--- src/rtl/program_out_uart_tx.sv ---
// Serialises each DATA_WIDTH word as 8N1 UART frames, LSB byte first; start bit one cycle after accept.
// Backpressure: in_ready low while the holding register is full; writes then are dropped and flag sticky overflow.
module program_out_uart_tx #(
  parameter int DATA_WIDTH   = 24,
  parameter int CLKS_PER_BIT = 16
) (
  input  logic                  clock,
  input  logic                  reset,
  input  logic [DATA_WIDTH-1:0] in_data,
  input  logic                  in_valid,
  output logic                  in_ready,
  output logic                  tx,
  output logic                  busy,
  output logic                  overflow
);

  localparam int NUM_BYTES = DATA_WIDTH / 8;
  localparam int CW = $clog2(CLKS_PER_BIT + 1);
  localparam int BW = $clog2(NUM_BYTES + 1);
  localparam logic [CW-1:0] BAUD_MAX  = CW'(CLKS_PER_BIT - 1);
  localparam logic [BW-1:0] LAST_BYTE = BW'(NUM_BYTES - 1);

  typedef enum logic [1:0] {IDLE, START, DATA, STOP} state_t;

  state_t                state, state_n;
  logic [CW-1:0]         baud_cnt, baud_n;
  logic [2:0]            bit_idx, bit_n;
  logic [BW-1:0]         byte_idx, byte_n;
  logic [DATA_WIDTH-1:0] shifter, shift_n;
  logic [DATA_WIDTH-1:0] hold, hold_n;
  logic                  hold_full, hold_full_n;
  logic                  tx_n, busy_n, overflow_n;
  logic                  baud_done, load;

  assign baud_done = (baud_cnt == BAUD_MAX);
  assign in_ready  = ~hold_full;

  always_comb begin
    state_n     = state;
    baud_n      = baud_cnt;
    bit_n       = bit_idx;
    byte_n      = byte_idx;
    shift_n     = shifter;
    hold_n      = hold;
    hold_full_n = hold_full;
    load        = 1'b0;

    case (state)
      IDLE: begin
        if (hold_full) load = 1'b1;
      end
      START: begin
        if (baud_done) begin
          baud_n  = '0;
          bit_n   = 3'd0;
          state_n = DATA;
        end else begin
          baud_n = baud_cnt + 1'b1;
        end
      end
      DATA: begin
        if (baud_done) begin
          baud_n  = '0;
          shift_n = shifter >> 1;
          if (bit_idx == 3'd7) state_n = STOP;
          else                 bit_n   = bit_idx + 3'd1;
        end else begin
          baud_n = baud_cnt + 1'b1;
        end
      end
      STOP: begin
        if (baud_done) begin
          baud_n = '0;
          if (byte_idx != LAST_BYTE) begin
            byte_n  = byte_idx + 1'b1;
            state_n = START;
          end else if (hold_full) begin
            load = 1'b1;
          end else begin
            state_n = IDLE;
          end
        end else begin
          baud_n = baud_cnt + 1'b1;
        end
      end
      default: state_n = IDLE;
    endcase

    // Shifter drains one bit per DATA bit, so the next byte is already at bit 0
    if (load) begin
      shift_n     = hold;
      hold_full_n = 1'b0;
      byte_n      = '0;
      bit_n       = 3'd0;
      baud_n      = '0;
      state_n     = START;
    end

    // Accept and load are exclusive: accept needs hold empty, load needs it full
    if (in_valid && !hold_full) begin
      hold_n      = in_data;
      hold_full_n = 1'b1;
    end

    overflow_n = overflow | (in_valid & hold_full);
    busy_n     = (state_n != IDLE) | hold_full_n;
    case (state_n)
      START:   tx_n = 1'b0;
      DATA:    tx_n = shift_n[0];
      default: tx_n = 1'b1;
    endcase
  end

  always_ff @(posedge clock or posedge reset) begin
    if (reset) begin
      state     <= IDLE;
      baud_cnt  <= '0;
      bit_idx   <= 3'd0;
      byte_idx  <= '0;
      shifter   <= '0;
      hold      <= '0;
      hold_full <= 1'b0;
      tx        <= 1'b1;
      busy      <= 1'b0;
      overflow  <= 1'b0;
    end else begin
      state     <= state_n;
      baud_cnt  <= baud_n;
      bit_idx   <= bit_n;
      byte_idx  <= byte_n;
      shifter   <= shift_n;
      hold      <= hold_n;
      hold_full <= hold_full_n;
      tx        <= tx_n;
      busy      <= busy_n;
      overflow  <= overflow_n;
    end
  end

endmodule

--- config.mk ---
export PLATFORM = sky130hd
export DESIGN_NAME = program_out_uart_tx
export DESIGN_NICKNAME = d
export VERILOG_FILES = /design/src/rtl/program_out_uart_tx.sv
export SDC_FILE = /design/constraint.sdc
export NUM_CORES = 1
export LEC_CHECK = 0
export ABC_CLOCK_PERIOD_IN_PS = 2800
export CORE_MARGIN = 1.5
export CORE_UTILIZATION = 25
export CTS_BUF_LIST = sky130_fd_sc_hd__clkbuf_4 sky130_fd_sc_hd__clkbuf_8
export CTS_CLUSTER_DIAMETER = 80
export DETAILED_ROUTE_END_ITERATION = 7
export SYNTH_ARGS = -nofsm -noshare
export SYNTH_HDL_FRONTEND = slang
export SYNTH_SLANG_ARGS = --single-unit
export TNS_END_PERCENT = 1
--- constraint.sdc ---
create_clock -name clock -period 2.8 [get_ports clock]
set_input_delay 0.56 -clock clock [delete_from_list [all_inputs] [get_ports clock]]
set_output_delay 0.56 -clock clock [all_outputs]
set_load 0.005 [all_outputs]
======== Yosys cells after proc, flatten, opt, wreduce, memory -nomap -nowiden ========
Index checks and enable logic that the tools add are counted.
storage, ports and cells
  bits in registers ....................... 64
  output and inout port bits .............. 4
  input port bits ......................... 27
  logic and storage cells ................. 73
cells by class
  equal/unequal tests ..................... 11
  reduce and logical (&&, ||, !) cells .... 14
  $add $sub $neg .......................... 3
  muxes and demuxes ....................... 30
  bitwise operators ....................... 4
operators by type and width
  kind                   number
  $mux W24               3
  $mux W2                11
  $mux W5                3
  $mux W3                4
  $reduce_bool A2 Y1     6
  $ne A3 B3 Y1 const B   3
  $eq A2 B2 Y1 const B   3
  $pmux W2 S3            1
  $pmux W3 S2            1
  $add A5 B1 Y5 const B  1
  $eq A5 B4 Y1 const B   1
  $mux W1                5
  $eq A2 B1 Y1 const B   2
  $pmux W1 S2            2
  $reduce_and A4 Y1      1
  $add A3 B1 Y3 const B  1
  $eq A3 B3 Y1 const B   1
  $reduce_and A3 Y1      1
  $reduce_bool A3 Y1     1
  $reduce_or A3 Y1       1
  $add A2 B1 Y2 const B  1
  $logic_not A2 Y1       1
  $ne A2 B2 Y1 const B   1
  $or A1 B1 Y1           2
  5 further kinds        5

======== Logic depth before layout (Yosys ltp) ========
  word-level depth ........................ 7
  gate-level depth with buffers ........... 9
  gate-level depth less buffers ........... 7

======== Least setup slack after synthesis ========
No wires, ideal clock.
  path type ............................... reg-to-reg
  from .................................... register state[1]
  to ...................................... register shifter[10]
  buffers on the path ..................... 2
  clock period less this slack ............ 1.712 ns
  setup time .............................. 0.133 ns
  required time ........................... 2.667 ns
  arrival ................................. 1.579 ns
  slack ................................... 1.088 ns
  cell stages (with the launch flop) ...... 8
  path through ............................ dfrtp_1 -> inv_1 -> ha_1 -> clkbuf_1 -> a31o_2 -> nor3b_2 -> clkbuf_1 -> o21ai_0
on the way
  word-level cells in the longest chain between the ends .. 4
  elaborated cells on any way between the ends .. 8
  those cells by class .................... 2 x eq/ne; 2 x mux; 4 x reduce/logical
RTL lines
  element                                                  RTL line  RTL
  start: declaration                                       25        state_t state, state_n;
  start signal: assignment                                 127       state <= state_n;
  $eq A2 B2 Y1 / $logic_not A2 Y1 (equally long branches)  48        case (state)
  $pmux W1 S2                                              48
  $reduce_bool A2 Y1 (no source line)                      n/a
  $reduce_and A2 Y1 (no source line)                       n/a
  end signal: assignment                                   131       shifter <= shift_n;
  end: declaration                                         29        logic [DATA_WIDTH-1:0] shifter, shift_n;
Parallel ways exist; a longest one is shown, timed or not.
A chain may end at the register's enable or synchronous reset.

======== Worst setup path after layout ========
  from .................................... register state[0]
  to ...................................... register shifter[17]
The elaborated chain is that of the path after synthesis.

==> impl_results.md <==
- DIE HEIGHT: 112 um
- Syn Nets: 292
- Full die area: 12,500 sq um
- Grt ovf: 0
- # IOs: 31
- Area contributors post-synth: dfrtp_1 (53%), mux2i_1 (8.8%), mux2_2 (8.7%)
- Final Hold Viols: 0
- Hold buffer count at CTS: 0
- Netlist Area Pre-Place: 2970 sq um
- Gpl congestion: 0.726
- Static leakage: 0.00148 uW
- Max Slew Vio Count: 0
- Measured slew at the worst slew-check pin: 0.566 ns
- Remaining DRCs: 2
- Layout cells sized above 1: 0.189
- Syn avg cell area: 11.6 sq um
- M2 GR Usage: 0.153
- Arr. time, crit path: 2.31 ns
- Synth Instances: 255
- Met3 usage: 0.0359
- DRT Wirelength: 5170 um
- Max Freq: 0.475 GHz
- Number of synthesized register bits: 64
- I/O Buffers: 30
- Final worst-path cycle share: 0.753
- Worst R2R Path Depth: 7
- Multiplexer share of the synthesized area: 0.175
- CP endpoint kind: flop
- Clk slew on worst S/H paths: 0.07 ns
- Most common cell after layout, fill and taps aside: dfrtp_1
- Final worst path period need: 2.11 ns
- Vias in the first global route: 1,989
- Max-slew headroom: 0.622
- Distinct cell type count after synthesis: 39
- Vias: 1,901
- Layout Nets: 324
- TritonCTS Buffers: 9
- Failing checks: design-rule violations
- Most frequent cells in the layout: dfrtp_1 (63), nand2_1 (32), clkdlybuf4s50_1 (30), mux2i_1 (26), mux2_2 (23)
- Post-synth top area share: 0.531
- Cell row count: 39
- Post-route ant nets: 0
- Post_cts resized: 0
- First-pass GRT wire length: 9180 um
- Compound-Gate Fraction of Synth Area: 0.0868
- Crit path from: state[0]
- Final setup violating endpoints: 0
- Largest family of logic cells by synthesized area: multiplexers
- Status: complete, but fails checks
- Skew final: 0.00554 ns
- Crit path capture: shifter[17]
- H-tree Lvls: 3
- CTS tree: yes
- Iter 0 DRT Violations: 87
- Post-CTS Repair Setup Buffers: 0
- CP Launch Type: flop
- CTS Sinks: 64
- Post-Synth XOR/XNOR Area: 0.00590
- First-pass iteration count of the detailed router: 6
- Initial antenna violation count: 0
- Clk buf depth: 2
- Yosys warnings: 0
- Most Crowded Layer GR: met2
- R2R Path Start: state[0]
- Area delta synth->final: 21.9%
- Synth Area in Adders: 0.0421
- Initial Util: 0.258
- All-Layer GR Usage: 0.0922
- Final Core Density: 0.315
- Maxcap violations: 0
- Worst IR Drop VDD: 0.346 mV
- RSZ-0062 raised after global routing: no
- Worst hold slack: 0.456 ns
- # fillers: 1,183
- Core area: 11,500 sq um
- Post-DP HPWL: 3570 um
- Critical path type: reg2reg
- Post-Synth Simple-Gate Area: 0.102
- Seq/Total Area, Yosys: 0.540
- Required @ worst endpoint: 3.00 ns
- Wirelength per Cell: 11.9 um
- Area leader, netlist: dfrtp_1
- Number of synthesized flops with an enable pin: 0
- Largest net degree at the start of global routing: 33
- Vias per Instance: 4.38
- Root Driver: clkbuf_8
- Power Density: 952 nW/um^2
- Share of synthesized flip-flops with an asynchronous set or reset: 1.00
- Internal reg-to-reg setup slack: 0.69 ns
- Reg2reg end: shifter[17]
- Crit-path max FO: 14
- Die width: 112 um
- Class of the worst hold path: reg2reg
- Met1 usage: 0.108
- Post-synth top flop: dfrtp_1
- Antenna fix cells: 0
- Sum Neg Setup Slack: 0 ns
- Clock latency on the worst-skew pair: 0.33 ns
==> worst max-delay path, stage by stage (launching register included) <==
cell and delay [ns]:
dfrtp_1 0.42, inv_1 0.12, ha_1 0.38, nor3b_2 0.22, buf_4 0.27, buf_4 0.27
mux2i_1 0.21, o21ai_0 0.09
==> metrics by stage <==
step	area [sq um]	setup slack, ns	instances	total power [uW]
2_1_floorplan	2970	0.644	255	2340
3_3_place_gp	3400	0.750	419	2560
3_5_place_dp	3400	0.666	419	2600
4_1_cts	3620	0.659	434	3520
5_1_grt	3620	0.458	434	3740
6_report	3620	0.693	434	3450
==> kinds of logic after synthesis <==
kind of cell	Yosys count
simple gates	64
flops	64
buf+inv	23
compound gates	43
fa+ha+maj	10
mux	49
xor+xnor	2
==> power by group <==
group / total [uW] / internal, uW / switching (uW)
Clock: 886 / 554 / 332
Sequential: 1570 / 1330 / 232
Combinational: 998 / 513 / 485
Total: 3450 / 2400 / 1050
==> synth_stat cells, types with 2 or more instances <==
cell	count
inv_1	7
clkbuf_1	2
nor3_1	3
buf_6	6
mux2i_1	26
buf_2	6
dfrtp_1	63
nand3_1	2
nand2b_1	2
xnor2_1	2
a21o_1	2
ha_1	10
nor2_1	12
o21bai_1	2
mux2_2	23
nand4_1	2
nand2_1	32
a21oi_1	7
o21ai_1	4
nor2b_1	2
o21ai_0	22
==> layer usage <==
| layer | vias up | part of all wire |
|---|---|---|
| li1 | 941 | - |
| met1 | 930 | 0.47 |
| met2 | 28 | 0.49 |
| met3 | 2 | 0.034 |
| met4 | 0 | 0.0027 |
| met5 | - | 0 |
==> flip-flops by register name, summed over array words and instances, names as in the netlist <==
name and cells:
baud_cnt 5, shifter 24, hold_full 1, hold 24
state 2, busy 1, byte_idx 2, bit_idx 3
tx 1, overflow 1
==> how the worst min path moves through the flow <==
stage	to	startpoint	cells after the start
6_report	overflow	overflow	1
5_1_grt	overflow	overflow	1
4_1_cts	overflow	overflow	1
3_5_place_dp	overflow	overflow	1
3_3_place_gp	overflow	overflow	1
2_1_floorplan	shifter[10]	hold[10]	2
==> area by class of cell <==
cell class	count	area [sq um]	area share
clock buffers	12	159	0.0439
clock inverters	3	65.1	0.0180
inverters	7	26.3	0.00725
multi-input cells	168	1240	0.342
flip-flops and latches	64	1600	0.442
well taps	143	179	0.0494
repair buffers	37	353	0.0974
Power figures use the tool's default switching activity.
==> patch: new RTL, same settings <==
Reset style: synchronous (`reset`), changed in one clocked block.
--- a/src/rtl/program_out_uart_tx.sv
+++ b/src/rtl/program_out_uart_tx.sv
@@ -113,3 +113,3 @@
 
-  always_ff @(posedge clock or posedge reset) begin
+  always_ff @(posedge clock) begin
     if (reset) begin
Behaviour: differs if reset is asserted again (counterexample within 4 cycles, from zero or initial values and one cycle with reset high); with reset held inactive, the same outputs for 10 cycles.
==> patch against the original RTL <==
Clock skew up 0.00081 ns. Maximum frequency down 0.89%. Design area down 9.0%. Highest routed layer unchanged. Area after synthesis down 9.1%. Sequential cell count unchanged. Wire length up 16%. Die area down 8.9%. Global-route usage up 2.1 points. Setup slack worse by 0.019 ns.
Power is not compared: it rests on default switching activity, and its combinational part moved more than twofold at a synthesized area within 25%.
==> patch: results <==
group,metric,value,unit
layout,nFillCells,1127,
synthesis,synth_commonest_cells,"78 x nand2_1, 64 x dfxtp_1, 39 x nor2_1, 30 x a21oi_1, 24 x nand3_1",
drt,drt_iter0_drc,107,
placed_design,dp_hpwl,3940,um
synthesis,synth_fp_nets,372,
drt,route.met3.wl,233,um
drt,wirelength_met1,3060,um
drt,dr.pass1.iters,4,
global_route,grt_pass1_vias,2190,
global_route,grt_use_total,11.3,%
worst_setup_path,reg2reg_slack,0.67,ns
sta,finalClockSkew,0.00635,ns
global_route,use_met1,14.9,%
global_route,grt.met2_usage,17.2,%
placed_design,place_congestion,0.724,
outcome,outcome,"finished clean",
drt,avgViaCountPerCell,4.62,
global_route,grt_max_degree,31,
layout,syn_to_final_growth,22.1,%
synthesis,ys_top_cells_by_area,"dfxtp_1 47%, nand2_1 11%, a311oi_1 7.5%",
worst_setup_path,arrival,2.35,ns
worst_hold_path,min_to,"baud_cnt[4]",
global_route,grt_pass1_wl,10300,um
worst_hold_path,hold_start,"baud_cnt[4]",
synthesis,yosysUniqueCellTypes,30,
worst_hold_path,hold-path-cell-count,2,
## patch: changes by cell type after synthesis, moves of 22 or more
cell,unedited run,this run
a21oi_1,7,30
mux2i_1,26,3
dfxtp_1,0,64
nor2_1,12,39
nand3_1,2,24
mux2_2,23,0
a311oi_1,0,23
dfrtp_1,63,0
nand2_1,32,78
## patch: final cells by class
class                      instances  area share [%]
tap                              136            5.17
sequential                        64            38.9
clock inverter                     4            1.37
multi-input combinational        238            38.7
timing repair buffer              37            10.6
clock buffer                      11            4.41
inverter                           8           0.912
## patch: worst max-delay path: stages (launching register included)
cell	delay [ns]
dfxtp_1	0.42
inv_1	0.11
ha_1	0.41
buf_4	0.28
nand2_1	0.11
buf_4	0.28
nand2_1	0.08
a311oi_1	0.31
## patch: logic make-up (layout without fill, tap and decap cells)
logic type | count (synthesis) | in the layout | share of synthesized area, %
XOR/XNOR | 1 | 1 | 0.325
flip-flops | 64 | 64 | 47.5
buffers and inverters | 34 | 60 | 5.38
multiplexers | 3 | 3 | 1.11
adder cells (fa/ha/maj) | 9 | 9 | 4.17
AO/OA/AOI/OAI | 69 | 69 | 17.1
AND/OR/NAND/NOR | 156 | 156 | 24.4
## patch: where the power goes
group / switching, mW / internal, mW / leakage (nW)
registers: 0.0384 / 0.981 / 0.524
logic: 0.131 / 0.110 / 0.588
clock network: 0.335 / 0.436 / 0.102
total: 0.505 / 1.53 / 1.21
## patch: through the flow
step | hold slack [ns] | worst slack [ns] | instances
2_1_floorplan | 0.415 | 0.960 | 336
3_3_place_gp | 0.431 | 0.724 | 483
3_5_place_dp | 0.431 | 0.681 | 483
4_1_cts | 0.442 | 0.671 | 498
5_1_grt | 0.467 | 0.461 | 498
6_report | 0.439 | 0.674 | 498
